<file path="src/rtl/spi_flash_pkg.sv">
// Shared definitions for the SPI flash burst reader.
//   OP_READ / OP_FAST_READ : flash read opcodes (slow read, fast read with dummy byte)
//   DUMMY_BITS             : SCK cycles in the fast-read dummy phase
//   state_t                : reader FSM state encoding
package spi_flash_pkg;

    localparam logic [7:0]  OP_READ      = 8'h03;
    localparam logic [7:0]  OP_FAST_READ = 8'h0B;
    localparam int unsigned DUMMY_BITS   = 8;

    typedef enum logic [2:0] {
        StIdle,
        StCmd,
        StAddr,
        StDummy,
        StData,
        StTail,   // last byte sampled: let SCK fall, then release CS
        StGap     // CS high, still busy
    } state_t;

endpackage

</file>
<file path="src/rtl/spi_flash_burst_reader_if.sv">
// Bus between the fetch logic / external flash and spi_flash_burst_reader.
//   start, addr, len, abort : request side (addr/len captured with an accepted start)
//   busy, data, valid, done : status and read data back to the requester
//   spi_clk, spi_mosi, spi_cs, spi_miso : SPI mode-0 pins
// Modports: slave = the reader; master = everything around it (requester and flash pins).
interface spi_flash_burst_reader_if #(
    parameter int unsigned ADDR_W = 24,
    parameter int unsigned LEN_W  = 8
);
    logic              start;
    logic [ADDR_W-1:0] addr;
    logic [LEN_W-1:0]  len;
    logic              abort;
    logic              busy;
    logic [7:0]        data;
    logic              valid;
    logic              done;
    logic              spi_clk;
    logic              spi_mosi;
    logic              spi_cs;
    logic              spi_miso;

    modport slave (
        input  start, addr, len, abort, spi_miso,
        output busy, data, valid, done, spi_clk, spi_mosi, spi_cs
    );

    modport master (
        output start, addr, len, abort, spi_miso,
        input  busy, data, valid, done, spi_clk, spi_mosi, spi_cs
    );
endinterface

</file>
<file path="src/rtl/spi_sck_gen.sv">
// SCK generator: toggles sck every CLK_DIV clk cycles while en is high.
//   clk, rst_n : clock, async active-low reset
//   en         : run the divider
//   clr        : force sck low and restart the divider (has priority over en)
//   sck        : serial clock, idle low
//   rise, fall : one-clk strobes in the cycle whose clock edge makes sck rise / fall
module spi_sck_gen #(
    parameter int unsigned CLK_DIV = 2
) (
    input  logic clk,
    input  logic rst_n,
    input  logic en,
    input  logic clr,
    output logic sck,
    output logic rise,
    output logic fall
);
    localparam int unsigned      CntW    = (CLK_DIV > 1) ? $clog2(CLK_DIV) : 1;
    localparam logic [CntW-1:0]  CntLast = CntW'(CLK_DIV - 1);

    logic [CntW-1:0] cnt_q;
    logic            sck_q;
    logic            tick;

    // Strobes do not depend on clr so the FSM can use them to decide clr.
    assign tick = en && (cnt_q == CntLast);
    assign rise = tick && !sck_q;
    assign fall = tick && sck_q;
    assign sck  = sck_q;

    always_ff @(posedge clk or negedge rst_n) begin
        if (!rst_n) begin
            cnt_q <= '0;
            sck_q <= 1'b0;
        end else if (clr) begin
            cnt_q <= '0;
            sck_q <= 1'b0;
        end else if (en) begin
            if (tick) begin
                cnt_q <= '0;
                sck_q <= ~sck_q;
            end else begin
                cnt_q <= cnt_q + 1'b1;
            end
        end else begin
            cnt_q <= '0;
        end
    end
endmodule

</file>
<file path="src/rtl/spi_flash_burst_reader.sv">
// SPI mode-0 flash burst read engine: one CS window carries opcode, address, optional
// dummy byte and len+1 data bytes.
//   clk, rst_n : clock, async active-low reset
//   bus        : request/status handshake and SPI pins (spi_flash_burst_reader_if.slave)
// ADDR_W must be a multiple of 8 in 8..32; CLK_DIV >= 1; CS_IDLE >= 1.
module spi_flash_burst_reader
    import spi_flash_pkg::*;
#(
    parameter int unsigned ADDR_W    = 24,
    parameter int unsigned LEN_W     = 8,
    parameter int unsigned CLK_DIV   = 2,
    parameter bit          FAST_READ = 1'b0,
    parameter int unsigned CS_IDLE   = 2
) (
    input logic clk,
    input logic rst_n,
    spi_flash_burst_reader_if.slave bus
);
    localparam logic [7:0] Opcode = FAST_READ ? OP_FAST_READ : OP_READ;
    // busy drops in the last CS-high cycle so a back-to-back start leaves CS high
    // for exactly CS_IDLE clks; GAP therefore lasts CS_IDLE-1 clks.
    localparam bit               HasGap    = (CS_IDLE > 1);
    localparam int unsigned      GapW      = (CS_IDLE > 2) ? $clog2(CS_IDLE - 1) : 1;
    localparam logic [GapW-1:0]  GapLast   = GapW'(HasGap ? CS_IDLE - 2 : 0);
    localparam state_t           AfterStop = HasGap ? StGap : StIdle;
    localparam state_t           AfterAddr = FAST_READ ? StDummy : StData;

    state_t           state_q, state_d;
    logic [39:0]      sout_q, sout_d;
    logic [7:0]       sin_q, sin_d;
    logic [5:0]       bit_q, bit_d;
    logic [LEN_W:0]   byte_q, byte_d;
    logic [LEN_W-1:0] len_q, len_d;
    logic [GapW-1:0]  gap_q, gap_d;
    logic             cs_q, cs_d;
    logic [7:0]       data_q, data_d;
    logic             valid_q, valid_d;
    logic             done_q, done_d;
    logic             active, sck_clr, sck_rise, sck_fall;

    assign active = state_q inside {StCmd, StAddr, StDummy, StData, StTail};

    spi_sck_gen #(
        .CLK_DIV (CLK_DIV)
    ) u_sck_gen (
        .clk  (clk),
        .rst_n(rst_n),
        .en   (active),
        .clr  (sck_clr),
        .sck  (bus.spi_clk),
        .rise (sck_rise),
        .fall (sck_fall)
    );

    always_comb begin
        state_d = state_q;
        sout_d  = sout_q;
        sin_d   = sin_q;
        bit_d   = bit_q;
        byte_d  = byte_q;
        len_d   = len_q;
        gap_d   = gap_q;
        cs_d    = cs_q;
        data_d  = data_q;
        valid_d = 1'b0;
        done_d  = 1'b0;
        sck_clr = 1'b0;

        // Zeros shift in behind the header, so MOSI is 0 in DUMMY and DATA.
        if (active && sck_fall) sout_d = sout_q << 1;
        if (active && sck_rise) sin_d = {sin_q[6:0], bus.spi_miso};

        unique case (state_q)
            StIdle: begin
                if (bus.start) begin
                    state_d = StCmd;
                    cs_d    = 1'b0;
                    sout_d  = (40'(Opcode) << 32) | (40'(bus.addr) << (32 - ADDR_W));
                    len_d   = bus.len;
                    bit_d   = '0;
                    byte_d  = '0;
                end
            end
            StCmd: if (sck_rise) begin
                if (bit_q == 6'd7) begin
                    bit_d   = '0;
                    state_d = StAddr;
                end else bit_d = bit_q + 6'd1;
            end
            StAddr: if (sck_rise) begin
                if (bit_q == 6'(ADDR_W - 1)) begin
                    bit_d   = '0;
                    state_d = AfterAddr;
                end else bit_d = bit_q + 6'd1;
            end
            StDummy: if (sck_rise) begin
                if (bit_q == 6'(DUMMY_BITS - 1)) begin
                    bit_d   = '0;
                    state_d = StData;
                end else bit_d = bit_q + 6'd1;
            end
            StData: if (sck_rise) begin
                if (bit_q[2:0] == 3'd7) begin
                    bit_d   = '0;
                    data_d  = sin_d;
                    valid_d = 1'b1;
                    if (byte_q == {1'b0, len_q}) state_d = StTail;
                    else                         byte_d  = byte_q + 1'b1;
                end else bit_d = bit_q + 6'd1;
            end
            StTail: begin
                // valid_q here can only be the last byte's strobe.
                done_d = valid_q;
                // SCK already fell; the would-be next rise marks CS release.
                if (sck_rise) begin
                    sck_clr = 1'b1;
                    cs_d    = 1'b1;
                    sout_d  = '0;
                    gap_d   = '0;
                    state_d = AfterStop;
                end
            end
            StGap: begin
                if (gap_q == GapLast) state_d = StIdle;
                else                  gap_d   = gap_q + 1'b1;
            end
            default: state_d = StIdle;
        endcase

        if (bus.abort && active) begin
            sck_clr = 1'b1;
            cs_d    = 1'b1;
            sout_d  = '0;
            gap_d   = '0;
            data_d  = data_q;
            valid_d = 1'b0;
            done_d  = 1'b0;
            state_d = AfterStop;
        end
    end

    always_ff @(posedge clk or negedge rst_n) begin
        if (!rst_n) begin
            state_q <= StIdle;
            sout_q  <= '0;
            sin_q   <= '0;
            bit_q   <= '0;
            byte_q  <= '0;
            len_q   <= '0;
            gap_q   <= '0;
            cs_q    <= 1'b1;
            data_q  <= 8'h00;
            valid_q <= 1'b0;
            done_q  <= 1'b0;
        end else begin
            state_q <= state_d;
            sout_q  <= sout_d;
            sin_q   <= sin_d;
            bit_q   <= bit_d;
            byte_q  <= byte_d;
            len_q   <= len_d;
            gap_q   <= gap_d;
            cs_q    <= cs_d;
            data_q  <= data_d;
            valid_q <= valid_d;
            done_q  <= done_d;
        end
    end

    assign bus.busy     = (state_q != StIdle);
    assign bus.data     = data_q;
    assign bus.valid    = valid_q;
    assign bus.done     = done_q;
    assign bus.spi_cs   = cs_q;
    assign bus.spi_mosi = sout_q[39];
endmodule
</file>
<file path="src/flat_wrapper.sv">
// flat-port wrapper written by rule: the top's interface ports become plain ports
module spi_flash_burst_reader_flat import spi_flash_pkg::*;
#(
    parameter int unsigned ADDR_W    = 24,
    parameter int unsigned LEN_W     = 8,
    parameter int unsigned CLK_DIV   = 2,
    parameter bit          FAST_READ = 1'b0,
    parameter int unsigned CS_IDLE   = 2
)
  (clk, rst_n, bus_start, bus_addr, bus_len, bus_abort, bus_spi_miso, bus_busy, bus_data, bus_valid, bus_done, bus_spi_clk, bus_spi_mosi, bus_spi_cs);
  spi_flash_burst_reader_if #(.ADDR_W(ADDR_W), .LEN_W(LEN_W)) bus_i ();
  input logic clk;
  input logic rst_n;
  input wire logic [$bits(bus_i.start)-1:0] bus_start;
  input wire logic [$bits(bus_i.addr)-1:0] bus_addr;
  input wire logic [$bits(bus_i.len)-1:0] bus_len;
  input wire logic [$bits(bus_i.abort)-1:0] bus_abort;
  input wire logic [$bits(bus_i.spi_miso)-1:0] bus_spi_miso;
  output wire logic [$bits(bus_i.busy)-1:0] bus_busy;
  output wire logic [$bits(bus_i.data)-1:0] bus_data;
  output wire logic [$bits(bus_i.valid)-1:0] bus_valid;
  output wire logic [$bits(bus_i.done)-1:0] bus_done;
  output wire logic [$bits(bus_i.spi_clk)-1:0] bus_spi_clk;
  output wire logic [$bits(bus_i.spi_mosi)-1:0] bus_spi_mosi;
  output wire logic [$bits(bus_i.spi_cs)-1:0] bus_spi_cs;
  assign bus_i.start = bus_start;
  assign bus_i.addr = bus_addr;
  assign bus_i.len = bus_len;
  assign bus_i.abort = bus_abort;
  assign bus_i.spi_miso = bus_spi_miso;
  assign bus_busy = bus_i.busy;
  assign bus_data = bus_i.data;
  assign bus_valid = bus_i.valid;
  assign bus_done = bus_i.done;
  assign bus_spi_clk = bus_i.spi_clk;
  assign bus_spi_mosi = bus_i.spi_mosi;
  assign bus_spi_cs = bus_i.spi_cs;
  spi_flash_burst_reader #(.ADDR_W(ADDR_W), .LEN_W(LEN_W), .CLK_DIV(CLK_DIV), .FAST_READ(FAST_READ), .CS_IDLE(CS_IDLE)) u_core (.clk(clk), .rst_n(rst_n), .bus(bus_i));
endmodule
</file>
<file path="config.mk">
export PLATFORM = sky130hd
export DESIGN_NAME = spi_flash_burst_reader_flat
export DESIGN_NICKNAME = d
export VERILOG_FILES = /design/src/rtl/spi_flash_pkg.sv /design/src/rtl/spi_flash_burst_reader_if.sv /design/src/rtl/spi_sck_gen.sv /design/src/rtl/spi_flash_burst_reader.sv /design/src/flat_wrapper.sv
export SDC_FILE = /design/constraint.sdc
export NUM_CORES = 1
export LEC_CHECK = 0
export CORE_ASPECT_RATIO = 1.1
export CORE_UTILIZATION = 50
export DETAILED_ROUTE_END_ITERATION = 8
export PLACE_DENSITY = 0.8
export SYNTH_ARGS = -nofsm -noshare
export SYNTH_HDL_FRONTEND = slang
export SYNTH_SLANG_ARGS = --single-unit
</file>
<file path="constraint.sdc">
create_clock -name clk -period 1.85 [get_ports clk]
set_input_delay 0.37 -clock clk [delete_from_list [all_inputs] [get_ports clk]]
set_output_delay 0.37 -clock clk [all_outputs]
set_load 0.005 [all_outputs]
</file>
==> metrics <==
outcome complete, but fails checks; failing checks negative setup slack; final setup fails 3; final non-filler cell total 606; sequential power share 0.381; CP Data Arrival Time 2100 ps; GRT overflow 0; Hold Path Class input pin to asynchronous set/reset pin; Critical Path End Type flip-flop; I/O Pins between 50 and 60; max incr delay on CP 430 ps; Synth cell types 56; antenna violations before repair 0; EDFF count, synth 0; crit-path max FO 10; Worst Path Required 2090 ps; Netlist Area Pre-Place between 4000 and 5000 µm²; vias in the first global route 3362; number of nets with antenna violations after routing 0; most frequent cells in the layout 81 x dfrtp_1, 70 x nand2_1, 48 x clkdlybuf4s50_1; max_slew headroom 0.7284; pins over their slew limit 0; final instance area 5512 µm²; largest net degree at the start of global routing 40; Comb pwr share 0.448; Die ar. 8667 µm²; first-pass GRT wire length 15300 µm; nets 534; post-DR vias/cell 5.614; syn_nets 446; sequential-to-total area share from yosys stat 0.5190; diodes inserted 0; CTS sink cnt 86; Pint roughly 4.6 mW; Post-synth ARST share 1.000; RePlAce Congestion 0.8617; die extent in x 88.86 µm; min Tclk post-route approximately 1900 ps; DRC Markers 0; Clock Power Share 0.172; dpl cell area 4985 µm²; PnR Total Power roughly 7.4 mW; Setup WS post-layout -10.99 ps; # H-tree levels 3; most common cell after layout, fill and taps aside dfrtp_1; number of max-cap violations 0; 1st-iter DRT viols 183; slowest stage cell, crit path dfrtp_2; kind of critical path flip-flop to flip-flop; vias post-DR 3402; period utilization 1.006; crit-path cells buf_4 -> buf_4 -> nor4b_2 -> a21oi_1 -> and3_4 -> a311oi_2 -> a21oi_1; layout cells sized above 1 0.2731; Yosys warnings 0; PortBufs 50; Net Switching 2.724 mW; CTS tree built; Detailed Route WL approximately 9800 µm; Core Region between 7000 and 8000 µm²; Switching Share 0.3700; Mapped Cells 406; Placed Cells about 570; CTS root buf clkbuf_8; site row count 34; ys flop type dfrtp_1; synthesized area per cell 10.22 µm²; Starting Density 0.5215; crit start category flip-flop; PwrDens 1336 nW/µm²; Max Fclk 537.3 MHz; drt first pass iters 5; Worst-path clk slew about 90 ps; Yosys reg bits 86; Slew @ Worst Pin 407.3 ps; Leakage 2.477 nW; final core utilization 0.6928; Max clock buf depth 2; maximum vdd drop 0.8135 mV; clock latency on the worst-skew pair 360 ps; HPWL after DPL 6084 µm; area growth from synthesis to layout 32.84%; TritonCTS buffer count 9; skew final 10.91 ps; drt wl/cell 16.21 µm; Die H about 98 µm; Final Hold Viols 0; Global Route Usage Sum 0.2287
[flip-flops by register name, indices dropped and copies added, names as in the netlist]
signal	cells
u_core.sout_q	40
u_core.byte_q	9
u_core.bus.data	8
u_core.len_q	8
u_core.sin_q	7
u_core.bit_q	6
u_core.state_q	3
u_core.bus.done	1
u_core.bus.spi_cs	1
u_core.bus.valid	1
u_core.u_sck_gen.cnt_q	1
u_core.u_sck_gen.sck	1
[worst max-delay path, delay by kind of cell (launching register included)]
| kind | cells | cell delay [ps] |
|---|---|---|
| AOI/OAI and AO/OA | 3 | 460 |
| and+or+nand+nor | 2 | 540 |
| DFF | 1 | 430 |
| buffers and inverters | 2 | 320 |
[cell usage after synthesis (2+ instances only)]
master / count / share of area
a21o_1: 5 / 0.0090
a21oi_1: 24 / 0.029
a21oi_2: 2 / 0.0042
a22o_1: 3 / 0.0063
a22oi_1: 23 / 0.042
a31oi_1: 2 / 0.0030
and3_1: 3 / 0.0045
buf_2: 12 / 0.014
clkbuf_1: 10 / 0.0090
dfrtp_1: 85 / 0.51
ha_1: 3 / 0.0090
inv_1: 6 / 0.0054
mux2_1: 5 / 0.014
mux2_2: 35 / 0.095
mux2i_1: 4 / 0.0097
nand2_1: 70 / 0.063
nand2b_1: 3 / 0.0045
nand3_1: 12 / 0.014
nor2_1: 36 / 0.033
nor2_2: 2 / 0.0030
nor2b_1: 3 / 0.0045
nor3_1: 4 / 0.0048
nor4_1: 2 / 0.0030
nor4b_1: 2 / 0.0042
o21ai_0: 7 / 0.0084
o22ai_1: 2 / 0.0030
o31ai_1: 4 / 0.0072
or3_1: 2 / 0.0030
xor2_1: 8 / 0.017
[repair_timing]
item | in CTS | in global routing
buffers inserted | 5 | 11
pin swaps | 4 | 6
endpoints found under the hold margin | 21 | 0
gates resized for setup | 11 | 26
endpoints found under the setup margin | 6 | 45
gates cloned | 0 | 2
hold buffers | 1 | 0
[through the flow]
stage               hold slack [ps]  setup slack, ps  TNS [ps]
detailed placement            290.2           -86.94    -306.9
finish                        448.0           -10.99    -21.04
global route                  485.5           -76.84    -477.4
global placement              291.7            1.195         0
CTS                           448.1           -6.820    -6.820
floorplan                     74.41            73.71         0
[kinds of logic after synthesis]
family,count (synthesis),synth area share
XOR/XNOR,8,0.01689
AND/OR/NAND/NOR,154,0.1728
multiplexers,44,0.1182
AO/OA/AOI/OAI,82,0.1333
buffers and inverters,29,0.03076
adder cells (fa/ha/maj),3,0.009048
flip-flops,86,0.5190
[worst paths after layout]
check	slack (ps)	depth (start not counted)	from	end
max in group asynchronous	830	3	rst_n	u_core.state_q[0]
min in group clk	490	1	u_core.byte_q[8]	u_core.byte_q[8]
worst min-delay path	450	2	rst_n	u_core.len_q[3]
worst min register to register	490	1	u_core.byte_q[8]	u_core.byte_q[8]
worst max register to register	-10	7	u_core.state_q[0]	u_core.state_q[1]
worst max-delay path	-10	7	u_core.state_q[0]	u_core.state_q[1]
[cell type report]
class	count	area [µm²]
fillers	581	2444
flip-flops and latches	86	2158
multi-input cells	291	2014
repair buffers	100	999.7
clock buffers	12	135.1
well taps	108	135.1
clock inverters	3	46.29
inverters	6	22.52
[power groups by stage]
stage / logic, mW / registers, mW / clock network (mW)
2_1_floorplan: 1.85 / 2.69 / 0
3_3_place_gp: 2.66 / 2.76 / 0
3_5_place_dp: 2.78 / 2.80 / 0
4_1_cts: 2.91 / 2.77 / 1.30
5_1_grt: 3.59 / 2.86 / 1.37
6_report: 3.30 / 2.80 / 1.26
[metal layers]
layer | global-route usage | share of wire | vias to the layer above
met5 | 0 | 0 | -
met3 | 0.05862 | 0.045 | 16
met2 | 0.3639 | 0.51 | 95
met1 | 0.2960 | 0.43 | 1680
li1 | - | - | 1611
met4 | 0.09057 | 0.018 | 0
(Power assumes the default switching activity.)
